$ cat src/rtl/plic_pkg.sv
// Shared address map, sizing helper and gateway state type for the multi-target PLIC.
package plic_pkg;

  localparam logic [21:0] PRIO_BASE     = 22'h000000;
  localparam logic [21:0] PEND_BASE     = 22'h001000;
  localparam logic [21:0] ENABLE_BASE   = 22'h002000;
  localparam logic [21:0] ENABLE_STRIDE = 22'h000080;
  localparam logic [21:0] CTX_BASE      = 22'h200000;
  localparam logic [21:0] CTX_STRIDE    = 22'h001000;
  localparam logic [21:0] CLAIM_OFS     = 22'h000004;

  function automatic int nwords(input int sources);
    return (sources + 31) / 32;
  endfunction

  typedef enum logic {
    GW_IDLE     = 1'b0,
    GW_INFLIGHT = 1'b1
  } gw_state_e;

endpackage

$ cat src/rtl/plic_gateway.sv
// Per-source interrupt gateway: turns a level or edge line into a pending bit with claim/complete handshake.
//   state       | meaning
//   GW_IDLE     | may raise pending from the line
//   GW_INFLIGHT | claimed by a target, waiting for complete; edges are held one deep
module plic_gateway
  import plic_pkg::*;
#(
  parameter bit EDGE = 1'b0
) (
  input  logic clk_i,
  input  logic rst_ni,
  input  logic i_src,
  input  logic i_claim,
  input  logic i_complete,
  input  logic i_is_edge,
  output logic o_pending
);

  gw_state_e r_state;
  gw_state_e w_state_nxt;
  logic      r_pending;
  logic      r_held;
  logic      r_src_q;
  logic      w_pending_nxt;
  logic      w_held_nxt;
  logic      w_edge;
  logic      w_rise;

  assign w_edge    = EDGE | i_is_edge;
  assign w_rise    = i_src & ~r_src_q;
  assign o_pending = r_pending;

  always_ff @(posedge clk_i or negedge rst_ni) begin
    if (!rst_ni) begin
      r_state   <= GW_IDLE;
      r_pending <= 1'b0;
      r_held    <= 1'b0;
      r_src_q   <= 1'b0;
    end else begin
      r_state   <= w_state_nxt;
      r_pending <= w_pending_nxt;
      r_held    <= w_held_nxt;
      r_src_q   <= i_src;
    end
  end

  always_comb begin
    w_state_nxt   = r_state;
    w_pending_nxt = r_pending;
    w_held_nxt    = r_held;
    case (r_state)
      GW_IDLE: begin
        if (w_edge ? w_rise : i_src) w_pending_nxt = 1'b1;
        // a claim in the same cycle as a new request wins
        if (i_claim) begin
          w_pending_nxt = 1'b0;
          w_state_nxt   = GW_INFLIGHT;
        end
      end
      GW_INFLIGHT: begin
        if (w_edge && w_rise) w_held_nxt = 1'b1;
        if (i_complete) begin
          w_state_nxt   = GW_IDLE;
          w_held_nxt    = 1'b0;
          w_pending_nxt = w_edge ? (r_held | w_rise) : i_src;
        end
      end
      default: w_state_nxt = GW_IDLE;
    endcase
  end

endmodule

$ cat src/rtl/plic_mt.sv
// Multi-target PLIC: register file, per-target priority selection, claim/complete and registered irq outputs.
module plic_mt
  import plic_pkg::*;
#(
  parameter int                 SOURCES   = 64,
  parameter int                 TARGETS   = 2,
  parameter int                 PRIO_W    = 3,
  parameter logic [SOURCES-1:0] EDGE_MASK = '0
) (
  input  logic               clk_i,
  input  logic               rst_ni,
  input  logic               req_i,
  input  logic [31:0]        addr_i,
  input  logic               we_i,
  input  logic [3:0]         be_i,
  input  logic [31:0]        wdata_i,
  output logic               rvalid_o,
  output logic [31:0]        rdata_o,
  input  logic [SOURCES-1:0] irq_sources_i,
  output logic [SOURCES-1:0] irq_pending_o,
  output logic [TARGETS-1:0] irq_o
);

  localparam int NW   = nwords(SOURCES);
  localparam int PW   = NW * 32;
  localparam int ID_W = $clog2(SOURCES);
  localparam logic [PW-1:0] ONE      = PW'(1);
  localparam logic [PW-1:0] SRC_MASK = ((ONE << SOURCES) - ONE) & ~ONE;

  logic [PRIO_W-1:0]  r_prio   [SOURCES];
  logic [PW-1:0]      r_enable [TARGETS];
  logic [PRIO_W-1:0]  r_thresh [TARGETS];
  logic [TARGETS-1:0] r_irq;
  logic               r_rvalid;
  logic [31:0]        r_rdata;

  logic [SOURCES-1:0] w_pending;
  logic [SOURCES-1:0] w_claim;
  logic [SOURCES-1:0] w_complete;
  logic [PW-1:0]      w_pend_pad;
  logic [ID_W-1:0]    w_cand_id   [TARGETS];
  logic [PRIO_W-1:0]  w_cand_prio [TARGETS];
  logic [21:0]        w_a;
  logic               w_rd, w_wr;
  logic               w_is_prio, w_is_pend, w_is_en, w_is_ctx, w_ofs_thr, w_ofs_claim;
  logic [31:0]        w_rdata;
  logic               w_unused;

  assign w_a         = addr_i[21:0];
  assign w_rd        = req_i & ~we_i;
  assign w_wr        = req_i & we_i & (be_i == 4'hF);
  assign w_is_prio   = (w_a[21:12] == PRIO_BASE[21:12]);
  assign w_is_pend   = (w_a[21:12] == PEND_BASE[21:12]);
  assign w_is_en     = (w_a[21:12] == ENABLE_BASE[21:12]);
  assign w_is_ctx    = (w_a[21] == CTX_BASE[21]);
  assign w_ofs_thr   = (w_a[11:0] == 12'h000);
  assign w_ofs_claim = (w_a[11:0] == CLAIM_OFS[11:0]);
  assign w_pend_pad  = PW'(w_pending);
  assign w_unused    = ^{addr_i[31:22], addr_i[1:0], irq_sources_i[0], w_claim[0], w_complete[0],
                         ENABLE_STRIDE[0], CTX_STRIDE[0]};

  assign w_pending[0] = 1'b0;
  for (genvar i = 1; i < SOURCES; i++) begin : g_gw
    plic_gateway #(.EDGE(EDGE_MASK[i])) u_gw (
      .clk_i      (clk_i),
      .rst_ni     (rst_ni),
      .i_src      (irq_sources_i[i]),
      .i_claim    (w_claim[i]),
      .i_complete (w_complete[i]),
      .i_is_edge  (EDGE_MASK[i]),
      .o_pending  (w_pending[i])
    );
  end

  // strict '>' keeps the lowest ID on priority ties
  always_comb begin
    for (int t = 0; t < TARGETS; t++) begin
      w_cand_id[t]   = '0;
      w_cand_prio[t] = '0;
      for (int i = 1; i < SOURCES; i++) begin
        if (w_pending[i] && r_enable[t][i] && (r_prio[i] > w_cand_prio[t])) begin
          w_cand_prio[t] = r_prio[i];
          w_cand_id[t]   = ID_W'(i);
        end
      end
    end
  end

  always_comb begin
    w_claim    = '0;
    w_complete = '0;
    w_rdata    = '0;
    if (w_is_prio)
      for (int i = 1; i < SOURCES; i++)
        if (int'(w_a[11:2]) == i) w_rdata = 32'(r_prio[i]);
    if (w_is_pend)
      for (int w = 0; w < NW; w++)
        if (int'(w_a[11:2]) == w) w_rdata = w_pend_pad[w*32 +: 32];
    if (w_is_en)
      for (int t = 0; t < TARGETS; t++)
        for (int w = 0; w < NW; w++)
          if (int'(w_a[11:7]) == t && int'(w_a[6:2]) == w) w_rdata = r_enable[t][w*32 +: 32];
    if (w_is_ctx) begin
      for (int t = 0; t < TARGETS; t++) begin
        if (int'(w_a[20:12]) == t) begin
          if (w_ofs_thr) w_rdata = 32'(r_thresh[t]);
          if (w_ofs_claim) begin
            w_rdata = 32'(w_cand_id[t]);
            if (w_rd && (w_cand_prio[t] != '0)) w_claim[w_cand_id[t]] = 1'b1;
            for (int i = 1; i < SOURCES; i++)
              if (w_wr && (wdata_i == 32'(i)) && r_enable[t][i]) w_complete[i] = 1'b1;
          end
        end
      end
    end
  end

  always_ff @(posedge clk_i or negedge rst_ni) begin
    if (!rst_ni) begin
      for (int i = 0; i < SOURCES; i++) r_prio[i] <= '0;
      for (int t = 0; t < TARGETS; t++) begin
        r_enable[t] <= '0;
        r_thresh[t] <= '0;
      end
      r_irq    <= '0;
      r_rvalid <= 1'b0;
      r_rdata  <= '0;
    end else begin
      r_rvalid <= req_i;
      r_rdata  <= w_rd ? w_rdata : 32'd0;
      for (int t = 0; t < TARGETS; t++)
        r_irq[t] <= (w_cand_prio[t] != '0) && (w_cand_prio[t] > r_thresh[t]);
      if (w_wr) begin
        if (w_is_prio)
          for (int i = 1; i < SOURCES; i++)
            if (int'(w_a[11:2]) == i) r_prio[i] <= wdata_i[PRIO_W-1:0];
        if (w_is_en)
          for (int t = 0; t < TARGETS; t++)
            for (int w = 0; w < NW; w++)
              if (int'(w_a[11:7]) == t && int'(w_a[6:2]) == w)
                r_enable[t][w*32 +: 32] <= wdata_i & SRC_MASK[w*32 +: 32];
        if (w_is_ctx && w_ofs_thr)
          for (int t = 0; t < TARGETS; t++)
            if (int'(w_a[20:12]) == t) r_thresh[t] <= wdata_i[PRIO_W-1:0];
      end
    end
  end

  assign rvalid_o      = r_rvalid;
  assign rdata_o       = r_rdata;
  assign irq_o         = r_irq;
  assign irq_pending_o = w_pending;

endmodule

$ cat config.mk
export PLATFORM = sky130hd
export DESIGN_NAME = plic_mt
export DESIGN_NICKNAME = d
export VERILOG_FILES = /design/src/rtl/plic_pkg.sv /design/src/rtl/plic_gateway.sv /design/src/rtl/plic_mt.sv
export SDC_FILE = /design/constraint.sdc
export NUM_CORES = 2
export LEC_CHECK = 0
export BUFFER_PORTS_ARGS = -buffer_cell sky130_fd_sc_hd__buf_2
export CORE_UTILIZATION = 40
export DETAILED_ROUTE_END_ITERATION = 8
export SKIP_LAST_GASP = 1
export SYNTH_ARGS = -nofsm -noshare
export SYNTH_HDL_FRONTEND = slang
export SYNTH_HIERARCHICAL = 1
export SYNTH_SLANG_ARGS = --single-unit
export TNS_END_PERCENT = 50
$ cat constraint.sdc
create_clock -name clk_i -period 170.3 [get_ports clk_i]
set_clock_uncertainty 0.2 [all_clocks]
set_input_delay 34.06 -clock clk_i [delete_from_list [all_inputs] [get_ports clk_i]]
set_output_delay 34.06 -clock clk_i [all_outputs]
set_load 0.01 [all_outputs]
Word level (Yosys, flattened, before mapping)
Index checks and enable logic that the tools add are counted.
Widths: inputs -> output; s select.
{ "totals": {"elab_cells": 2164, "register_bits": 482, "inputBits": 136, "output_inout_bits": 99} }
{ "classes": {"n_bitwise": 68, "muxes": 916, "n_eq_ne": 259, "order_cmp": 131, "n_reduce_logical": 592} }
{ "ops": {"columns": ["operator", "count"], "rows": [
  ["$mux 32", 79],
  ["$eq 32x6->1 const B", 32],
  ["$mux 6", 122],
  ["$eq 32x5->1 const B", 16],
  ["$mux 64", 8],
  ["$logic_and 1x1->1", 452],
  ["$mux 1", 445],
  ["$mux 3", 127],
  ["$gt 3x3->1", 126],
  ["$eq 10x7->1 const B", 32],
  ["$mux 63", 5],
  ["$eq 32x4->1 const B", 8],
  ["$pmux 1 s2", 126],
  ["$reduce_and 3->1", 69],
  ["$ne 3x3->1 const B", 63],
  ["$eq 10x6->1 const B", 16],
  ["$eq 32x3->1 const B", 4],
  ["$ne 2x1->1 const B", 63],
  ["$reduce_and 2->1", 63],
  ["$eq 10x5->1 const B", 8],
  ["$eq 32x2->1 const B", 2],
  ["$not 1->1", 64],
  ["$or 64x64->64", 1],
  ["$eq 10x4->1 const B", 4],
  ["other kinds (19)", 31]
]} }

Longest topological paths before layout
{ "logic_depth": {"ltp_word": 204, "ltp_mapped": 451} }

Modules after synthesis
Netlist, hierarchy kept.
{ "by_module_without_submodules": {"columns": ["mod", "n_inst", "area_per_inst_um2", "seq_area_each_um2", "cells_each"], "rows": [
  ["plic_mt", 1, 36471.2, 8908.5, 4281],
  ["plic_gateway (g_gw[10].u_gw ...)", 62, 167.7, 100.1, 15],
  ["plic_gateway (g_gw[1].u_gw)", 1, 170.2, 100.1, 14]
]} }

Worst setup path after synthesis
No wires, ideal clock.
{ "synth_path": {"path_kind": "flip-flop to flip-flop", "start": "reg g_gw[1].u_gw.r_pending", "end": "reg g_gw[36].u_gw.r_pending", "arrival_time_ps": 78081, "path_slack_ps": 91918, "setup_time_ps": 101, "stages_incl_launch_ff": 421, "cell_sequence": "dfrtp_1 -> buf_6 -> nand3_1 -> ha_1 -> nor2b_1 -> o21a_1 -> o21a_2 -> o21ai_0 -> inv_1 -> ha_1 -> nor2b_1 -> o21a_1 -> o2111ai_1 -> o211ai_1 -> and2_1 -> inv_1 -> ha_1 -> nor2b_1 -> (+385 left out) -> ha_1 -> nand3_1 -> nand3_1 -> a21oi_1 -> mux2_2 -> ha_1 -> inv_1 -> a21o_1 -> a21oi_1 -> a311oi_1 -> nor2_1 -> a221o_1 -> or3b_4 -> nand3_1 -> nor2b_1 -> clkdlybuf4s25_2 -> a32o_1 -> o32ai_1"} }
{ "synth_between": {"elab_chain_cells": 204} }
{ "synth_rtl": {"columns": ["item", "line_no", "rtl"], "rows": [
  ["start, declared", "plic_gateway.sv:21", "logic r_pending;"],
  ["start signal, assigned", "plic_gateway.sv:41", "r_pending <= w_pending_nxt;"],
  ["$logic_and 1x1->1 (2 in a row)", "plic_mt.sv:81", "if (w_pending[i] && r_enable[t][i] && (r_prio[i] > w_cand_prio[t])) begin"],
  ["$mux 3", "plic_mt.sv:81", null],
  ["$gt 3x3->1", "plic_mt.sv:81", null],
  ["$logic_and 1x1->1", "plic_mt.sv:81", null],
  ["$mux 3", "plic_mt.sv:81", null],
  ["$gt 3x3->1", "plic_mt.sv:81", null],
  ["$logic_and 1x1->1", "plic_mt.sv:81", null],
  ["$mux 3", "plic_mt.sv:81", null],
  ["(+188 left out)", null, null],
  ["$or 64x64->64 (no source line)", null, null],
  ["$mux 64", "plic_mt.sv:109", "if (w_rd && (w_cand_prio[t] != '0)) w_claim[w_cand_id[t]] = 1'b1;"],
  ["$mux 64", "plic_mt.sv:107", "if (w_ofs_claim) begin"],
  ["$mux 64 *", "plic_mt.sv:105", "if (int'(w_a[20:12]) == t) begin"],
  ["$mux 64 *", "plic_mt.sv:103", "if (w_is_ctx) begin"],
  ["net w_claim[36]", "plic_mt.sv:38", "logic [SOURCES-1:0] w_claim;"],
  ["$mux 1 or $ne 3x3->1 (tied branches)", null, null],
  ["$pmux 1 s2 or $reduce_and 2->1 (tied branches)", null, null],
  ["end signal, assigned", "plic_gateway.sv:41", null],
  ["end, declared", "plic_gateway.sv:21", null]
]} }
Mark *: on every way through the listed nets, which the timed path passes. The rest lies on a longest branch. The select of a mux whose other input is x is not followed.
A chain may end at the register's enable or synchronous reset.

Final worst setup path
{ "layout_path": {"start": "reg g_gw[1].u_gw.r_pending", "end": "reg g_gw[28].u_gw.r_pending"} }
{ "layout_between": {"elab_chain_cells": 204} }
{ "layout_rtl": {"columns": ["item", "line_no"], "rows": [
  ["$logic_and 1x1->1 (2 in a row)", "plic_mt.sv:81"],
  ["$mux 3", "plic_mt.sv:81"],
  ["$gt 3x3->1", "plic_mt.sv:81"],
  ["$logic_and 1x1->1", "plic_mt.sv:81"],
  ["$mux 3", "plic_mt.sv:81"],
  ["$gt 3x3->1", "plic_mt.sv:81"],
  ["$logic_and 1x1->1", "plic_mt.sv:81"],
  ["$mux 3", "plic_mt.sv:81"],
  ["(+188 left out)", null],
  ["$or 64x64->64 (no source line)", null],
  ["$mux 64", "plic_mt.sv:109"],
  ["$mux 64", "plic_mt.sv:107"],
  ["$mux 64 *", "plic_mt.sv:105"],
  ["$mux 64 *", "plic_mt.sv:103"],
  ["net w_claim[28]", "plic_mt.sv:38"],
  ["$mux 1 or $ne 3x3->1 (tied branches)", null],
  ["$pmux 1 s2 or $reduce_and 2->1 (tied branches)", null],
  ["end signal, assigned", "plic_gateway.sv:41"],
  ["end, declared", "plic_gateway.sv:21"]
]} }
Marks and branches as above.

==> metrics.cfg <==
[setup_path]
cp-end-kind=flip-flop
cp_data_required_time_ps=170620
reg2reg_depth=412
critPathArrivalTime_ps=96700
crit_fanout=14
crit_slowest_cell=o2111ai_1
cp_common_cell=ha_1
critical_path_class=reg2reg
slowest_delay_ps=910
cp-start-kind=flip-flop

[sta]
setup_viol=0
relSlewSlack_pct=15.8
rsz0062_at_grt=no
tightest_slew_ps=1260
drv_slew=0
fin_crit_ps=96380
post-route-period-util_pct=56.6
setup_tns_ps=0
fmax_ghz=0.0104
hold_viol_final=0

[yosys]
yosysTopAreaCellShare_pct=32.3
async_reset_ff_share_pct=100
synthFlopType=dfrtp_1
ys_top_cells_by_area=dfrtp_1, mux2_2, ha_1
ys_seq_area_share_pct=32.3
synth_top_cell_by_area=dfrtp_1
synth_edf_count=0
syn_avg_cell_area_sq_um=9.00
syn_area_sq_mm=0.0470
synthDistinctLibCells=158
ys_ff_latch=608
postSynthCellCount=5225
ys_warn_count=6

[worst_hold_path]
hp-class=reg2reg
hold_depth=1

[global_routing]
grtUsageTotal_pct=32.6
grt_max_degree=145
grt_pass1_vias=42100
antenna_found_initial=17
grt_first_pass_wirelength_um=286000
grt_remaining_overflow=0

[floorplan]
std_cell_rows=125
die_w_um=345
start_util_pct=40.4
chipHeight_um=345
boundaryPins=235
dieArea_sq_mm=0.119
coreArea_sq_mm=0.116

[routing]
wl_per_cell_um=27.4
drcViolationCount=0
initialDrtViolationCount=4713
routed_wirelength_um=198000
dr.pass1.iters=6
avgViaCountPerCell=6.21
ant_nets=0
vias=44900

[final_layout]
drive_gt1_share_pct=19.9
final-seq-area_sq_mm=0.0152
multi_input_area_sq_mm=0.0303
postLayoutCoreUtil_pct=45.6
layout_common_cells=dfrtp_1, nand2_1, nor2_1
final_common_cell=dfrtp_1
syn_to_final_growth_pct=12.8
stdcell_count=7220
design_area_sq_mm=0.0531
n_fill_cell=11500
fin_nets=6025

[power_and_ir_drop]
ir_worst_vdd_mv=0.00724
fin_total_pwr_w=0.000325
pwr_density_cell_mw_per_mm2=6.13
leakage_nw=23.3

[clock_network]
cts_buffers=74
cts_max_path_buffers=3
clock_latency_ps=680
path_clk_slew_ps=60
cts_hold_buffers=0
cts_resized=0
cts.sinks=608
htreeDepth=3
cts_tree=done
postCtsSetupRepairBufs=0
clockRootBuffer=clkbuf_16

[placed_design]
portBuffers=222
gp_congestion=1.01
post_dp_cell_area_sq_mm=0.0505
dp_hpwl_um=154000
dp_cells=7078

[run]
drv_cap=0

[run_status]
status=complete, no violations

-- path summary, 6_finish.rpt --
kind / start / to / slack, ps
max in group asynchronous: rst_ni / rdata_o[17] / 134470
hold / removal: r_thresh[1] / r_thresh[1] / 310
min in group asynchronous: rst_ni / g_gw[28].u_gw/r_src_q / 33190
hold reg to reg: r_thresh[1] / r_thresh[1] / 310
setup / recovery: g_gw[1].u_gw/o_pending / g_gw[28].u_gw/o_pending / 73920
setup reg to reg: g_gw[1].u_gw/o_pending / g_gw[28].u_gw/o_pending / 73920
-- cell families (layout without fill, tap and decap cells) --
kind of cell,count (synthesis),in the layout,share of synthesized area [%]
buffers and inverters,540,814,5.00
muxes,469,469,11.1
and+or+nand+nor,1657,1657,17.5
AOI/OAI and AO/OA,1658,1658,26.5
DFF,608,608,32.3
other,1,198,0.00797
adders and majority gates,292,292,7.60
-- through the flow --
stage,setup slack [ps],hold WS (ps)
CTS,75490,306
floorplan,91920,279
detailed placement,75730,293
global route,66160,338
global placement,76960,290
finish,73920,308
-- synthesized netlist by cell type, drive strengths merged, types with 77 or more instances --
cell type,n
dfrtp,608
clkbuf,103
o32ai,77
mux2i,87
a21oi,420
mux2,382
o21ai,268
inv,383
a221oi,112
ha,259
nor2,427
and2,101
nor3,126
nand3,168
a22oi,104
nand2,467
-- critical path, delay by kind of cell (launching register included) --
kind	cells	cell delay, ps
simple gates	109	19330
buf+inv	46	3740
compound gates	172	46770
fa+ha+maj	62	15990
flops	1	870
mux	23	9210
-- power breakdown --
group          switching (W)   total, W  internal, W  leakage, nW
registers        0.000000383   0.000146     0.000145         8.02
logic              0.0000113  0.0000140   0.00000268         14.0
clock network      0.0000696   0.000166    0.0000963         1.20
-- cell type report --
class / instances / share of cell area, %
multi-input cells: 4266 / 57.1
repair buffers: 297 / 3.20
well taps: 1524 / 3.59
inverters: 383 / 2.71
clock buffers: 97 / 3.86
flip-flops and latches: 608 / 28.7
clock inverters: 37 / 0.818
diodes: 8 / 0.0377
-- routing by layer --
layer | vias to the layer above | share of wire [%] | wire length [um] | track usage, %
met5 | - | 0.033 | 65 | 0
met3 | 450 | 8.9 | 17500 | 7.55
met1 | 22000 | 41 | 81300 | 42.2
met4 | 8 | 6.3 | 12400 | 18.0
li1 | 20400 | - | - | -
met2 | 1980 | 44 | 86300 | 50.0
-- sequential cells by signal (all words and copies together), names as in the netlist --
name	count
rvalid_o	1
g_gw.u_gw/r_state	63
g_gw.u_gw/r_src_q	63
r_enable	126
r_prio	189
g_gw.u_gw/o_pending	63
r_thresh	6
rdata_o	32
g_gw.u_gw/r_held	63
irq_o	2
Power figures use the tool's default switching activity.
